**src/rtl/ciphertext_poly_multiply_if.sv**
```systemverilog
// Coefficient stream bundle for the ciphertext polynomial multiplier:
// one valid/ready input stream (operands A then B) and one output stream.
interface ciphertext_poly_multiply_if #(
  parameter int DATA_WIDTH = 10
);
  logic                  in_valid;
  logic                  in_ready;
  logic [DATA_WIDTH-1:0] in_data;
  logic                  in_last;
  logic                  out_valid;
  logic                  out_ready;
  logic [DATA_WIDTH-1:0] out_data;
  logic                  out_last;

  modport master (
    output in_valid, in_data, in_last, out_ready,
    input  in_ready, out_valid, out_data, out_last
  );

  modport slave (
    input  in_valid, in_data, in_last, out_ready,
    output in_ready, out_valid, out_data, out_last
  );
endinterface

```
**src/rtl/ciphertext_poly_multiply.sv**
```systemverilog
// Streaming modular polynomial multiplier: load A, multiply-accumulate each
// B coefficient against all of A in one cycle, then drain the product.
module ciphertext_poly_multiply #(
  parameter int CIPHERTEXT_WIDTH   = 10,
  parameter int CIPHERTEXT_MODULUS = 1024,
  parameter int DIMENSION          = 1,
  parameter int NEGACYCLIC         = 0
) (
  input  logic                         clk,
  input  logic                         rst_n,
  ciphertext_poly_multiply_if.slave    bus,
  output logic                         busy,
  output logic                         err
);

  localparam int CW   = CIPHERTEXT_WIDTH;
  localparam int NA   = DIMENSION + 1;
  localparam int NOUT = (NEGACYCLIC != 0) ? NA : (2 * DIMENSION + 1);
  localparam int CNTW = (NOUT > 1) ? $clog2(NOUT) : 1;

  localparam logic [CW+1:0]   QL = (CW+2)'(CIPHERTEXT_MODULUS);
  localparam logic [2*CW-1:0] QM = (2*CW)'(CIPHERTEXT_MODULUS);

  typedef enum logic [1:0] {LOAD_A, MAC_B, DRAIN} state_e;

  state_e          state_q;
  logic [CNTW-1:0] cnt_q;
  logic [CW-1:0]   a_q   [NA];
  logic [CW-1:0]   acc_q [NOUT];
  logic [CW-1:0]   acc_d [NOUT];
  logic [CW-1:0]   prodMod [NA];
  logic [CW-1:0]   bMod;
  logic [CW-1:0]   outData_q;
  logic            inReady_q;
  logic            outValid_q;
  logic            outLast_q;
  logic            busy_q;
  logic            err_q;
  logic            inFire;
  logic            outFire;
  logic            lastBeat;

  function automatic logic [CW-1:0] modq(input logic [2*CW-1:0] x);
    logic [2*CW-1:0] r;
    r = x % QM;
    return r[CW-1:0];
  endfunction

  function automatic logic [CW-1:0] addq(input logic [CW-1:0] a, input logic [CW-1:0] p);
    logic [CW+1:0] s;
    s = {2'b00, a} + {2'b00, p};
    if (s >= QL) s = s - QL;
    return s[CW-1:0];
  endfunction

  function automatic logic [CW-1:0] subq(input logic [CW-1:0] a, input logic [CW-1:0] p);
    logic [CW+1:0] s;
    s = {2'b00, a} + QL - {2'b00, p};
    if (s >= QL) s = s - QL;
    return s[CW-1:0];
  endfunction

  assign inFire   = bus.in_valid && inReady_q;
  assign outFire  = outValid_q && bus.out_ready;
  assign lastBeat = (cnt_q == CNTW'(DIMENSION));

  // Output o collects a[i]*b[j] for i+j==o; in negacyclic mode the terms
  // with i+j past DIMENSION fold back to o = i+j-NA with a negative sign.
  always_comb begin
    bMod = modq({{CW{1'b0}}, bus.in_data});
    for (int i = 0; i < NA; i++) begin
      prodMod[i] = modq({{CW{1'b0}}, a_q[i]} * {{CW{1'b0}}, bMod});
    end
    acc_d = acc_q;
    for (int o = 0; o < NOUT; o++) begin
      for (int i = 0; i < NA; i++) begin
        if (o >= i && (o - i) <= DIMENSION) begin
          if (cnt_q == CNTW'(o - i)) acc_d[o] = addq(acc_d[o], prodMod[i]);
        end else if (NEGACYCLIC != 0 && o < i) begin
          if (cnt_q == CNTW'(o - i + NA)) acc_d[o] = subq(acc_d[o], prodMod[i]);
        end
      end
    end
  end

  always_ff @(posedge clk or negedge rst_n) begin
    if (!rst_n) begin
      state_q    <= LOAD_A;
      cnt_q      <= '0;
      for (int i = 0; i < NA; i++)   a_q[i]   <= '0;
      for (int o = 0; o < NOUT; o++) acc_q[o] <= '0;
      inReady_q  <= 1'b1;
      outValid_q <= 1'b0;
      outLast_q  <= 1'b0;
      outData_q  <= '0;
      busy_q     <= 1'b0;
      err_q      <= 1'b0;
    end else begin
      // Protocol errors are only flagged; operand boundaries come from cnt_q.
      if (inFire && (bus.in_last != lastBeat)) err_q <= 1'b1;
      case (state_q)
        LOAD_A: begin
          if (inFire) begin
            for (int i = 0; i < NA; i++) begin
              if (cnt_q == CNTW'(i)) a_q[i] <= bMod;
            end
            busy_q <= 1'b1;
            if (lastBeat) begin
              cnt_q   <= '0;
              for (int o = 0; o < NOUT; o++) acc_q[o] <= '0;
              state_q <= MAC_B;
            end else begin
              cnt_q <= cnt_q + CNTW'(1);
            end
          end
        end
        MAC_B: begin
          if (inFire) begin
            acc_q <= acc_d;
            if (lastBeat) begin
              cnt_q      <= '0;
              inReady_q  <= 1'b0;
              outValid_q <= 1'b1;
              outData_q  <= acc_d[0];
              outLast_q  <= (NOUT == 1);
              state_q    <= DRAIN;
            end else begin
              cnt_q <= cnt_q + CNTW'(1);
            end
          end
        end
        DRAIN: begin
          if (outFire) begin
            if (cnt_q == CNTW'(NOUT - 1)) begin
              cnt_q      <= '0;
              outValid_q <= 1'b0;
              outLast_q  <= 1'b0;
              inReady_q  <= 1'b1;
              busy_q     <= 1'b0;
              state_q    <= LOAD_A;
            end else begin
              for (int o = 1; o < NOUT; o++) begin
                if (cnt_q == CNTW'(o - 1)) outData_q <= acc_q[o];
              end
              outLast_q <= (cnt_q == CNTW'(NOUT - 2));
              cnt_q     <= cnt_q + CNTW'(1);
            end
          end
        end
        default: state_q <= LOAD_A;
      endcase
    end
  end

  assign bus.in_ready  = inReady_q;
  assign bus.out_valid = outValid_q;
  assign bus.out_data  = outData_q;
  assign bus.out_last  = outLast_q;
  assign busy          = busy_q;
  assign err           = err_q;

endmodule

```
**src/flat_wrapper.sv**
```systemverilog
// flat-port wrapper written by rule: the top's interface ports become plain ports
module ciphertext_poly_multiply_flat 
#(
  parameter int CIPHERTEXT_WIDTH   = 10,
  parameter int CIPHERTEXT_MODULUS = 1024,
  parameter int DIMENSION          = 1,
  parameter int NEGACYCLIC         = 0
)
  (clk, rst_n, busy, err, bus_in_valid, bus_in_data, bus_in_last, bus_out_ready, bus_in_ready, bus_out_valid, bus_out_data, bus_out_last);
  ciphertext_poly_multiply_if #(.DATA_WIDTH(10)) bus_i ();
  input  logic clk;
  input  logic rst_n;
  output logic busy;
  output logic err;
  input wire logic [$bits(bus_i.in_valid)-1:0] bus_in_valid;
  input wire logic [$bits(bus_i.in_data)-1:0] bus_in_data;
  input wire logic [$bits(bus_i.in_last)-1:0] bus_in_last;
  input wire logic [$bits(bus_i.out_ready)-1:0] bus_out_ready;
  output wire logic [$bits(bus_i.in_ready)-1:0] bus_in_ready;
  output wire logic [$bits(bus_i.out_valid)-1:0] bus_out_valid;
  output wire logic [$bits(bus_i.out_data)-1:0] bus_out_data;
  output wire logic [$bits(bus_i.out_last)-1:0] bus_out_last;
  assign bus_i.in_valid = bus_in_valid;
  assign bus_i.in_data = bus_in_data;
  assign bus_i.in_last = bus_in_last;
  assign bus_i.out_ready = bus_out_ready;
  assign bus_in_ready = bus_i.in_ready;
  assign bus_out_valid = bus_i.out_valid;
  assign bus_out_data = bus_i.out_data;
  assign bus_out_last = bus_i.out_last;
  ciphertext_poly_multiply #(.CIPHERTEXT_WIDTH(CIPHERTEXT_WIDTH), .CIPHERTEXT_MODULUS(CIPHERTEXT_MODULUS), .DIMENSION(DIMENSION), .NEGACYCLIC(NEGACYCLIC)) u_core (.clk(clk), .rst_n(rst_n), .bus(bus_i), .busy(busy), .err(err));
endmodule
```
**config.mk**
```make
export PLATFORM = sky130hd
export DESIGN_NAME = ciphertext_poly_multiply_flat
export DESIGN_NICKNAME = d
export VERILOG_FILES = /design/src/rtl/ciphertext_poly_multiply_if.sv /design/src/rtl/ciphertext_poly_multiply.sv /design/src/flat_wrapper.sv
export SDC_FILE = /design/constraint.sdc
export NUM_CORES = 1
export LEC_CHECK = 0
export CAP_MARGIN = 0
export CORE_ASPECT_RATIO = 0.9
export CORE_MARGIN = 4
export CORE_UTILIZATION = 41
export DETAILED_ROUTE_END_ITERATION = 8
export MAX_ROUTING_LAYER = met4
export PLACE_DENSITY = 0.55
export SKIP_CTS_REPAIR_TIMING = 1
export SLEW_MARGIN = 20
export SYNTH_ARGS = -nofsm -noshare
export SYNTH_HDL_FRONTEND = slang
export SYNTH_SLANG_ARGS = --single-unit
```
**constraint.sdc**
```tcl
create_clock -name clk -period 16.3 [get_ports clk]
set_input_delay 3.26 -clock clk [delete_from_list [all_inputs] [get_ports clk]]
set_output_delay 3.26 -clock clk [all_outputs]
set_load 0.03 [all_outputs]
```
==> results of run 1 <==
state kept, by name, summed over array words and instances, names as in the netlist:
signal / cells
u_core.a_q: 20
u_core.state_q: 2
u_core.bus.in_ready: 1
u_core.acc_q: 30
u_core.cnt_q: 2
u_core.bus.out_last: 1
u_core.busy: 1
u_core.bus.out_valid: 1
u_core.bus.out_data: 10
u_core.err: 1
worst max-delay path: stages:
cell	delay (ns)
clkdlybuf4s50_1	1.02
nand2_1	0.19
fa_1	0.59
inv_1	0.05
fa_1	0.44
ha_1	0.28
inv_1	0.04
fa_1	0.44
fa_1	0.50
inv_1	0.05
ha_1	0.32
o21a_1	0.13
o31ai_1	0.08
nand2b_1	0.11
xor2_1	0.18
ha_1	0.33
o21ai_0	0.11
nor3b_1	0.15
o31ai_1	0.36
ha_1	0.34
a21oi_1	0.14
o21ai_0	0.12
xor2_1	0.19
o211a_1	0.24
o211ai_2	0.16
final timing paths:
| kind | endpoint | slack, ns |
|---|---|---|
| max in group asynchronous | u_core.a_q[9]$_DFFE_PN0P_ | 12.57 |
| hold reg to reg | u_core.err$_DFFE_PN0P_ | 0.47 |
| min in group asynchronous | u_core.acc_q[24]$_DFFE_PN0P_ | 3.13 |
| setup reg to reg | u_core.acc_q[19]$_DFFE_PN0P_ | 10.29 |
| setup / recovery | u_core.acc_q[19]$_DFFE_PN0P_ | 6.72 |
| hold / removal | u_core.err$_DFFE_PN0P_ | 0.47 |
cell usage after synthesis (12+ instances only):
library cell    n
nand2_1       126
nor2_1         27
inv_1          87
and2_1         51
dfrtp_1        68
a21o_1         19
nor2b_1        12
xor2_1         15
ha_1           84
clkbuf_1       27
xnor2_1        47
fa_1           48
a21oi_1        28
o21ai_0        57
mux2_2         20
through the flow:
stage / utilization [%] / instances
6_report: 46.35 / 1085
5_1_grt: 46.35 / 1085
4_1_cts: 46.35 / 1085
3_5_place_dp: 44.46 / 1069
3_3_place_gp: 44.46 / 1069
2_1_floorplan: - / 828
routing by layer:
layer	vias up	routed length, µm
met5	-	0
met4	0	297
met3	19	479
met2	66	8253
met1	2787	8867
li1	2768	-
power by group through the flow:
stage / sequential [µW] / clock (µW) / combinational, µW
6_report: 171 / 222 / 12.7
5_1_grt: 171 / 235 / 14.0
4_1_cts: 171 / 227 / 12.9
3_5_place_dp: 174 / 0 / 13.0
3_3_place_gp: 174 / 0 / 12.8
2_1_floorplan: 174 / 0 / 3.29
area by class of cell:
| class | instances | area [µm²] |
|---|---|---|
| Clock inverter | 5 | 81.33 |
| Multi-Input combinational cell | 638 | 5171 |
| Tap cell | 240 | 300.3 |
| Fill cell | 1727 | 9479 |
| Sequential cell | 69 | 1728 |
| Clock buffer | 11 | 252.7 |
| Timing Repair Buffer | 35 | 330.3 |
| Inverter | 87 | 326.6 |
cells by family after synthesis:
group                      Yosys count
muxes                               30
DFF                                 69
and+or+nand+nor                    249
buffers and inverters              121
AOI/OAI and AO/OA                  159
xor gates and xnor gates            68
adders and majority gates          132
==> out/results.ini, run 1 <==
[global_routing]
grt_max_degree = 70
grt_use_met2_pct = 29.22
grt_overflow = 0
gr-usage-met1_pct = 26.60
globalRouteMet3Util_pct = 2.643
antenna_found_initial = 0
busiest_layer = met2
grt_util_all_layers_pct = 19.14
grt_pass1_vias = 5749
grt_pass1_wl_mm = 29.68

[yosys]
synth_area_per_cell_um2 = 8.908
synth-xor-area-share_pct = 8.855
synth_edf_count = 0
syn_nets = 975
yosys.area_share.simple_pct = 15.83
synthArstFlopShare_pct = 100.0
ys_types = 50
synth_area_um2 = 7376
synthMuxAreaShare_pct = 4.411
synth_compound_area_share_pct = 13.66
synth_ff_type = dfrtp_1
synth_seq_cells = 69
synth_top_area_share_pct = 23.07
syn_inst = 828
synthAdderAreaFrac_pct = 27.28
yosysWarnings = 0
synth_top_family_by_area = adder cells
synth.area.top_cells = dfrtp_1, ha_1, fa_1
yosysTopAreaCell = dfrtp_1
synth_seq_area_share_pct = 23.43

[final_layout]
layout-drive-gt1-share_pct = 6.746
final_cell_mix = nand2_1, inv_1, ha_1
antenna_cells = 0
finalNetCount = 987
final_common_cell = nand2_1
stdcell_area_um2 = 8190
area_delta_synth_final_pct = 11.04

[place]
post-place-ws_ns = 6.369
port_buffers = 29
hpwl_mm = 13.72
place_area_um2 = 7856
globalplace.congestion = 0.9122

[job]
maxCapViolations = 0

[pwr]
pwr-share-comb_pct = 3.1
p_sw_share_pct = 21.75
seqPwrFrac_pct = 42.2
totalPowerFinal_uw = 405.7
power_density_nw_per_um2 = 49.53
clockPowerShare_pct = 54.6
power_switching_uw = 88.24
leakagePower_uw = 0.004186
p_int_uw = 317.4
peakVddDrop_v = 0.00004626

[die]
die_h_um = 135.2
die_area_um2 = 20200
core_um2 = 17670
die_w_um = 149.4
rows = 46
ioPinCount = 30
start_util_pct = 41.74

[clocking]
cts_root_buf = clkbuf_16
cts.htree.levels = 3
clock-sinks = 69
max-clock-path-buffers = 2
tritoncts = yes
cts-buffers-inserted = 9
path_clk_slew_ns = 0.06
insertion_delay_ns = 0.34

[sta]
maxSlewViolCount = 0
hold_viol = 0
finalWorstSetupSlack_ns = 6.721
max_freq_ghz = 0.1044
maxSlewHeadroom_pct = 29.35
timing.hold.ws_ns = 0.4699
fin_crit_sh_pct = 58.77
rsz0062_at_grt = no
finalSetupTns_ns = 0
tightest_slew_ns = 1.060
period_minus_slack_ns = 9.579
setup_viol = 0
fin_skew_ns = 0.006438

[route]
vias = 5640
viasPerCell = 5.198
drc = 0
drt_iter0_drc = 275
finalWirelength_mm = 17.90
wl_per_cell_um = 16.49
antenna_left = 0
drtPass1Iterations = 5

[worst_hold_path]
min_from = u_core.err$_DFFE_PN0P_
hold_class = reg -> reg
worstHoldPathCells = 1

[setup_path]
end_kind = flop
r2r_cells = 24
worst_ep_required_time_ns = 16.56
crit_type = in -> reg
r2r-start = u_core.a_q[13]$_DFFE_PN0P_
path_max_fanout = 20
arrival_ns = 9.84
startpoint = bus_in_data[1]
cp-start-kind = primary input

[run_status]
status = finished, final reports clean

Power figures use the tool's default switching activity.
==> run 2: changes to the inputs <==
PLACE_DENSITY = 0.57   (was 0.55)
clock period = 8.5 ns   (was 16.3 ns; I/O delays follow)
==> run 2 against run 1 <==
Worst setup slack lost 5.8 ns. Clock skew grew 0.0062 ns. Non-clock buffer count grew 4. Largest power group unchanged. Clock power grew 73%. Sequential share of layout area is essentially flat. Power grew 82%. Count of clock-buffer cells in the layout is the same. Combinational power grew 100%. Die area is the same. First-iteration DRC count shrank 6.9%. Final cell count grew 0.37%. Register-to-register slack lost 7.7 ns.
==> out/results.ini, run 2 (synthesis results as in run 1) <==
[sta]
rsz0062_at_grt = no
period_minus_slack_ns = 7.619
maxSlewHeadroom_pct = 38.58  ; +9.2 points
maxSlewViolCount = 0  ; unchanged
fin_skew_ns = 0.01260  ; +0.006160 ns
setup_viol = 0  ; unchanged
hold_viol = 0  ; unchanged
finalWorstSetupSlack_ns = 0.8813  ; -5.840 ns
fin_crit_sh_pct = 89.63
tightest_slew_ns = 0.9214  ; -0.1382 ns
max_freq_ghz = 0.1313
finalSetupTns_ns = 0  ; unchanged

[die]
core_um2 = 17670  ; unchanged
ioPinCount = 30  ; unchanged
start_util_pct = 41.74  ; unchanged
die_area_um2 = 20200  ; unchanged
rows = 46  ; unchanged
die_h_um = 135.2  ; unchanged
die_w_um = 149.4  ; unchanged

[final_layout]
instances_no_fill = 1089  ; +0.37%
final_cell_mix = nand2_1, inv_1, ha_1
regMostFlops = u_core.acc_q
area_delta_synth_final_pct = 11.01  ; about the same
stdcell_area_um2 = 8188  ; about the same
final_common_cell = nand2_1
layout-drive-gt1-share_pct = 6.949  ; +0.20 points
finalNetCount = 991  ; +0.41%
antenna_cells = 0  ; unchanged
largest_reg_flops = 30  ; unchanged

[pwr]
p_int_uw = 572.0  ; +80%
seqPwrFrac_pct = 44.4  ; +2.2 points
p_sw_share_pct = 22.61  ; +0.86 points
clockPowerShare_pct = 52.1  ; -2.5 points
power_switching_uw = 167.2  ; +89%
pwr-share-comb_pct = 3.5  ; +0.4 points
peakVddDrop_v = 0.00008097  ; +75%
power_density_nw_per_um2 = 90.28  ; +82%
leakagePower_uw = 0.004189  ; about the same

[setup_path]
r2r_cells = 24  ; unchanged
crit_buf_inv = 4  ; unchanged
r2r-start = u_core.a_q[14]$_DFFE_PN0P_
end_kind = flop
arrival_ns = 7.88  ; -1.96 ns
startpoint = bus_in_data[1]
max_stage_delay_ns = 0.77  ; -0.25 ns
cp-endpoint = u_core.acc_q[19]$_DFFE_PN0P_
cp.depth = 25  ; unchanged
path_max_fanout = 14  ; -30%
worst_ep_required_time_ns = 8.76  ; -7.80 ns
cp-start-kind = primary input
regToRegEndpoint = u_core.acc_q[19]$_DFFE_PN0P_
crit_type = in -> reg
crit_family = adder cells
cp_slowest_cell = clkdlybuf4s50_1
reg2reg_slack_ns = 2.59  ; -7.70 ns

[route]
finalWirelength_mm = 17.26  ; -3.5%
viasPerCell = 5.090  ; -2.1%
vias = 5543  ; -1.7%
antenna_left = 0  ; unchanged
drtPass1Iterations = 5  ; unchanged
wl_per_cell_um = 15.85  ; -3.9%
drc = 0  ; unchanged
drt_iter0_drc = 256  ; -6.9%

[global_routing]
grt_overflow = 0  ; unchanged
antenna_found_initial = 0  ; unchanged
grt_util_all_layers_pct = 18.60  ; -0.54 points
grt_pass1_vias = 5519  ; -4.0%
grt_max_degree = 70  ; unchanged
grt_pass1_wl_mm = 28.80  ; -3.0%

[place]
port_buffers = 29  ; unchanged
dp_cells = 1073  ; +0.37%
place_area_um2 = 7885  ; +0.37%
hpwl_mm = 13.21  ; -3.7%
post-place-ws_ns = 0.5405  ; -5.828 ns
globalplace.congestion = 0.9027  ; -1.0%

[worst_hold_path]
hold_class = reg -> reg

[clocking]
max-clock-path-buffers = 2  ; unchanged
cts-buffers-inserted = 9  ; unchanged
tritoncts = yes
insertion_delay_ns = 0.34  ; about the same
clock-sinks = 69  ; unchanged
cts.htree.levels = 3  ; unchanged
cts_root_buf = clkbuf_16
path_clk_slew_ns = 0.06  ; about the same

[job]
maxCapViolations = 0  ; unchanged

[run_status]
status = finished, final reports clean

[run 2: cell types whose count changed in the layout (fill, tap and decap cells not counted), sizes merged]
cell	change
buf	+4
clkinv	+2
bufinv	-1
inv	-1
[run 2: stage by stage]
| stage | util, % | hold WS [ns] | power, µW |
|---|---|---|---|
| finish | 46.34 | 0.4746 | 739.2 |
| global route | 46.34 | 0.5024 | 764.8 |
| CTS | 46.34 | 0.4782 | 748.5 |
| detailed placement | 44.63 | 0.4649 | 360.6 |
| global placement | 44.63 | 0.4612 | 360.8 |
| floorplan | - | 0.4510 | 340.9 |
[run 2: worst reg2reg max path, cell delays in order (launching register included)]
cell	delay (ns)
dfrtp_1	0.50
nand2_1	0.13
fa_1	0.52
inv_1	0.05
fa_1	0.45
ha_1	0.28
inv_1	0.04
fa_1	0.45
fa_1	0.49
inv_1	0.04
ha_1	0.31
o21a_1	0.12
o31ai_1	0.10
nand2b_1	0.11
xor2_1	0.18
ha_1	0.34
o21ai_0	0.11
nor3b_1	0.15
o31ai_1	0.33
ha_1	0.33
a21oi_1	0.14
o21ai_0	0.11
xor2_1	0.18
o211a_1	0.23
o211ai_2	0.15
[run 2: layout make-up]
class                   instances  area, µm²
inverters                      87      326.6
well taps                     240      300.3
clock buffers                  11      242.7
fillers                      1722       9482
multi-input cells             638       5167
clock inverters                 5      60.06
flip-flops and latches         69       1728
repair buffers                 39      362.8
[run 2: worst min-delay path by stage]
stage	slack, ns	endpoint	startpoint	depth (start not counted)
after floorplan	0.45	u_core.acc_q[29]$_DFFE_PN0P_	u_core.acc_q[29]$_DFFE_PN0P_	1
after global placement	0.46	u_core.bus.out_data[1]$_DFFE_PN0P_	u_core.bus.out_data[1]$_DFFE_PN0P_	2
after detailed placement	0.46	u_core.bus.out_data[5]$_DFFE_PN0P_	u_core.bus.out_data[5]$_DFFE_PN0P_	1
after CTS	0.48	u_core.bus.out_data[5]$_DFFE_PN0P_	u_core.bus.out_data[5]$_DFFE_PN0P_	1
after global routing	0.50	u_core.bus.out_data[0]$_DFFE_PN0P_	u_core.bus.out_data[0]$_DFFE_PN0P_	1
final	0.47	u_core.bus.out_data[6]$_DFFE_PN0P_	u_core.bus.out_data[6]$_DFFE_PN0P_	1
[run 2: per-layer routing]
metal	track usage (%)	vias to the layer above	part of all wire [%]
met5	-	-	0
met4	4.575	0	1.3
met3	2.208	13	3.1
met2	27.79	75	44
met1	27.04	2690	52
li1	-	2765	-
[run 2: power groups by stage]
stage / clock [µW] / combinational, µW / sequential, µW
global route: 408 / 28.4 / 328
finish: 385 / 25.7 / 329
floorplan: 0 / 6.31 / 335
detailed placement: 0 / 26.1 / 334
CTS: 394 / 26.1 / 328
global placement: 0 / 26.4 / 334
==> run 3: changes to the inputs <==
ABC_CLOCK_PERIOD_IN_PS = 8500   (was not set)
CORE_UTILIZATION = 35   (was 41)
PLACE_DENSITY = 0.5   (was 0.57)
==> run 3 against run 2 <==
Fmax is 0.23% higher. Non-clock buffer count stayed put. Final cell count is 4.2% higher. First-iteration DRC count is 13% higher. Sequential power hardly changed. Sequential share of layout area is 0.16 points lower. Critical path depth is 1 higher. Flip-flop and latch count stayed put. Hold slack better by 0.0014 ns. Largest cell class unchanged. Highest routed layer unchanged.
==> out/results.ini, run 3 (synthesis results as in run 1) <==
[sta]
finalWorstSetupSlack_ns = 0.8990  ; +0.01772 ns
tightest_slew_ns = 1.024  ; +0.1026 ns
maxSlewViolCount = 0  ; unchanged
fin_crit_sh_pct = 89.42  ; -0.21 points
rsz0062_at_grt = no
hold_viol = 0  ; unchanged
max_freq_ghz = 0.1316  ; +0.23%
finalSetupTns_ns = 0  ; unchanged
fin_skew_ns = 0.01158  ; -0.001022 ns
maxSlewHeadroom_pct = 31.73  ; -6.9 points
setup_viol = 0  ; unchanged
period_minus_slack_ns = 7.601  ; -0.01772 ns

[setup_path]
end_kind = flop
cp_slowest_cell = clkdlybuf4s50_1
crit_family = adder cells
path_max_fanout = 13  ; -1
crit_buf_inv = 5  ; +1
cp.depth = 26  ; +4.0%
r2r_cells = 24  ; unchanged
cp-start-kind = primary input
reg2reg_slack_ns = 2.43  ; -0.16 ns
arrival_ns = 7.87  ; about the same
crit_type = in -> reg
worst_ep_required_time_ns = 8.77  ; about the same
max_stage_delay_ns = 0.52  ; -0.25 ns

[die]
die_h_um = 145.7  ; +7.7%
start_util_pct = 35.51  ; -6.2 points
rows = 50  ; +8.7%
ioPinCount = 30  ; unchanged
die_w_um = 161.0  ; +7.8%
die_area_um2 = 23460  ; +16%
core_um2 = 20770  ; +18%

[place]
post-place-ws_ns = 0.5557  ; +0.01524 ns
port_buffers = 29  ; unchanged
hpwl_mm = 13.74  ; +4.0%
globalplace.congestion = 0.8132  ; -9.9%

[final_layout]
layout.area.seq_um2 = 1728  ; unchanged
fill_cells = 2170  ; +26%
antenna_cells = 0  ; unchanged
area_delta_synth_final_pct = 11.87
multi_input_area_um2 = 5171  ; about the same
final_cell_mix = nand2_1, inv_1, ha_1
finalNetCount = 991  ; unchanged
layout-drive-gt1-share_pct = 7.185  ; +0.24 points
final_util_pct = 39.73  ; -6.6 points
largest_reg_flops = 30  ; unchanged
final_common_cell = nand2_1
regMostFlops = u_core.acc_q

[clocking]
cts_root_buf = clkbuf_16
insertion_delay_ns = 0.34  ; about the same
max-clock-path-buffers = 2  ; unchanged
tritoncts = yes
cts-buffers-inserted = 9  ; unchanged
clock-sinks = 69  ; unchanged
cts.htree.levels = 3  ; unchanged
path_clk_slew_ns = 0.07  ; about the same

[global_routing]
grt_max_degree = 70  ; unchanged
grt_overflow = 0  ; unchanged
grt_pass1_wl_mm = 30.31  ; +5.2%
grt_pass1_vias = 5624  ; +1.9%
antenna_found_initial = 0  ; unchanged
grt_util_all_layers_pct = 16.46  ; -2.1 points

[run_status]
status = finished, final reports clean

[worst_hold_path]
worstHoldPathCells = 1  ; unchanged
hold_class = reg -> reg

[route]
drtPass1Iterations = 5  ; unchanged
wl_per_cell_um = 15.97  ; +0.76%
viasPerCell = 4.897  ; -3.8%
vias = 5558  ; +0.27%
drt_iter0_drc = 290  ; +13%
drc = 0  ; unchanged
finalWirelength_mm = 18.13  ; +5.0%
antenna_left = 0  ; unchanged

[pwr]
leakagePower_uw = 0.004192  ; about the same
power_density_nw_per_um2 = 91.40  ; +1.2%
peakVddDrop_v = 0.00007785  ; -3.8%

[job]
maxCapViolations = 0  ; unchanged

-- run 3: worst register-to-register path, stage by stage, from the launching register on --
cell	delay (ns)
dfrtp_1	0.50
nand2_1	0.13
fa_1	0.52
inv_1	0.05
fa_1	0.45
ha_1	0.29
inv_1	0.05
fa_1	0.45
fa_1	0.48
inv_1	0.04
ha_1	0.31
o21a_1	0.12
o31ai_1	0.10
nand2b_1	0.12
xor2_1	0.31
ha_1	0.33
o21ai_0	0.12
a21boi_0	0.13
o31ai_1	0.36
ha_1	0.34
a21oi_1	0.14
o21ai_0	0.10
xor2_1	0.18
o211a_1	0.24
o211ai_2	0.15
-- run 3: routing by layer --
layer / global-route usage, % / vias to the layer above / share of wire [%]
li1: - / 2775 / -
met1: 24.11 / 2701 / 51
met2: 24.41 / 63 / 45
met3: 1.954 / 19 / 2.0
met4: 3.881 / 0 / 1.3
met5: - / - / 0
-- run 3: through the flow --
stage	cell area [µm²]	power [µW]	std cells	hold WS (ns)
after floorplan	7376	340.9	828	0.4510
after detailed placement	7946	361.6	1119	0.4650
after global routing	8252	777.9	1135	0.5026
final	8252	754.2	1135	0.4760
after CTS	8252	765.2	1135	0.4804
after global placement	7946	361.2	1119	0.4606
-- run 3: final cells by class --
type                    instances  area share [%]
repair buffers                 39           4.397
flip-flops and latches         69           20.94
clock inverters                 7          0.9704
clock buffers                   9           2.729
multi-input cells             638           62.67
inverters                      87           3.958
well taps                     286           4.337
-- run 3: path summary, 6_finish.rpt --
check,endpoint,start
max in group asynchronous,u_core.a_q[1]$_DFFE_PN0P_,rst_n
worst max-delay path,u_core.acc_q[19]$_DFFE_PN0P_,bus_in_data[3]
worst max register to register,u_core.acc_q[19]$_DFFE_PN0P_,u_core.a_q[14]$_DFFE_PN0P_
min in group asynchronous,u_core.err$_DFFE_PN0P_,rst_n
worst min register to register,u_core.bus.out_data[3]$_DFFE_PN0P_,u_core.bus.out_data[3]$_DFFE_PN0P_
worst min-delay path,u_core.bus.out_data[3]$_DFFE_PN0P_,u_core.bus.out_data[3]$_DFFE_PN0P_
-- run 3: power breakdown --
| group | internal, µW | total [µW] | leakage, µW | switching, µW |
|---|---|---|---|---|
| sequential | 328 | 328 | 0.000956 | 0 |
| clock | 232 | 400 | 0.000148 | 168 |
| combinational | 8.02 | 25.9 | 0.00309 | 17.9 |
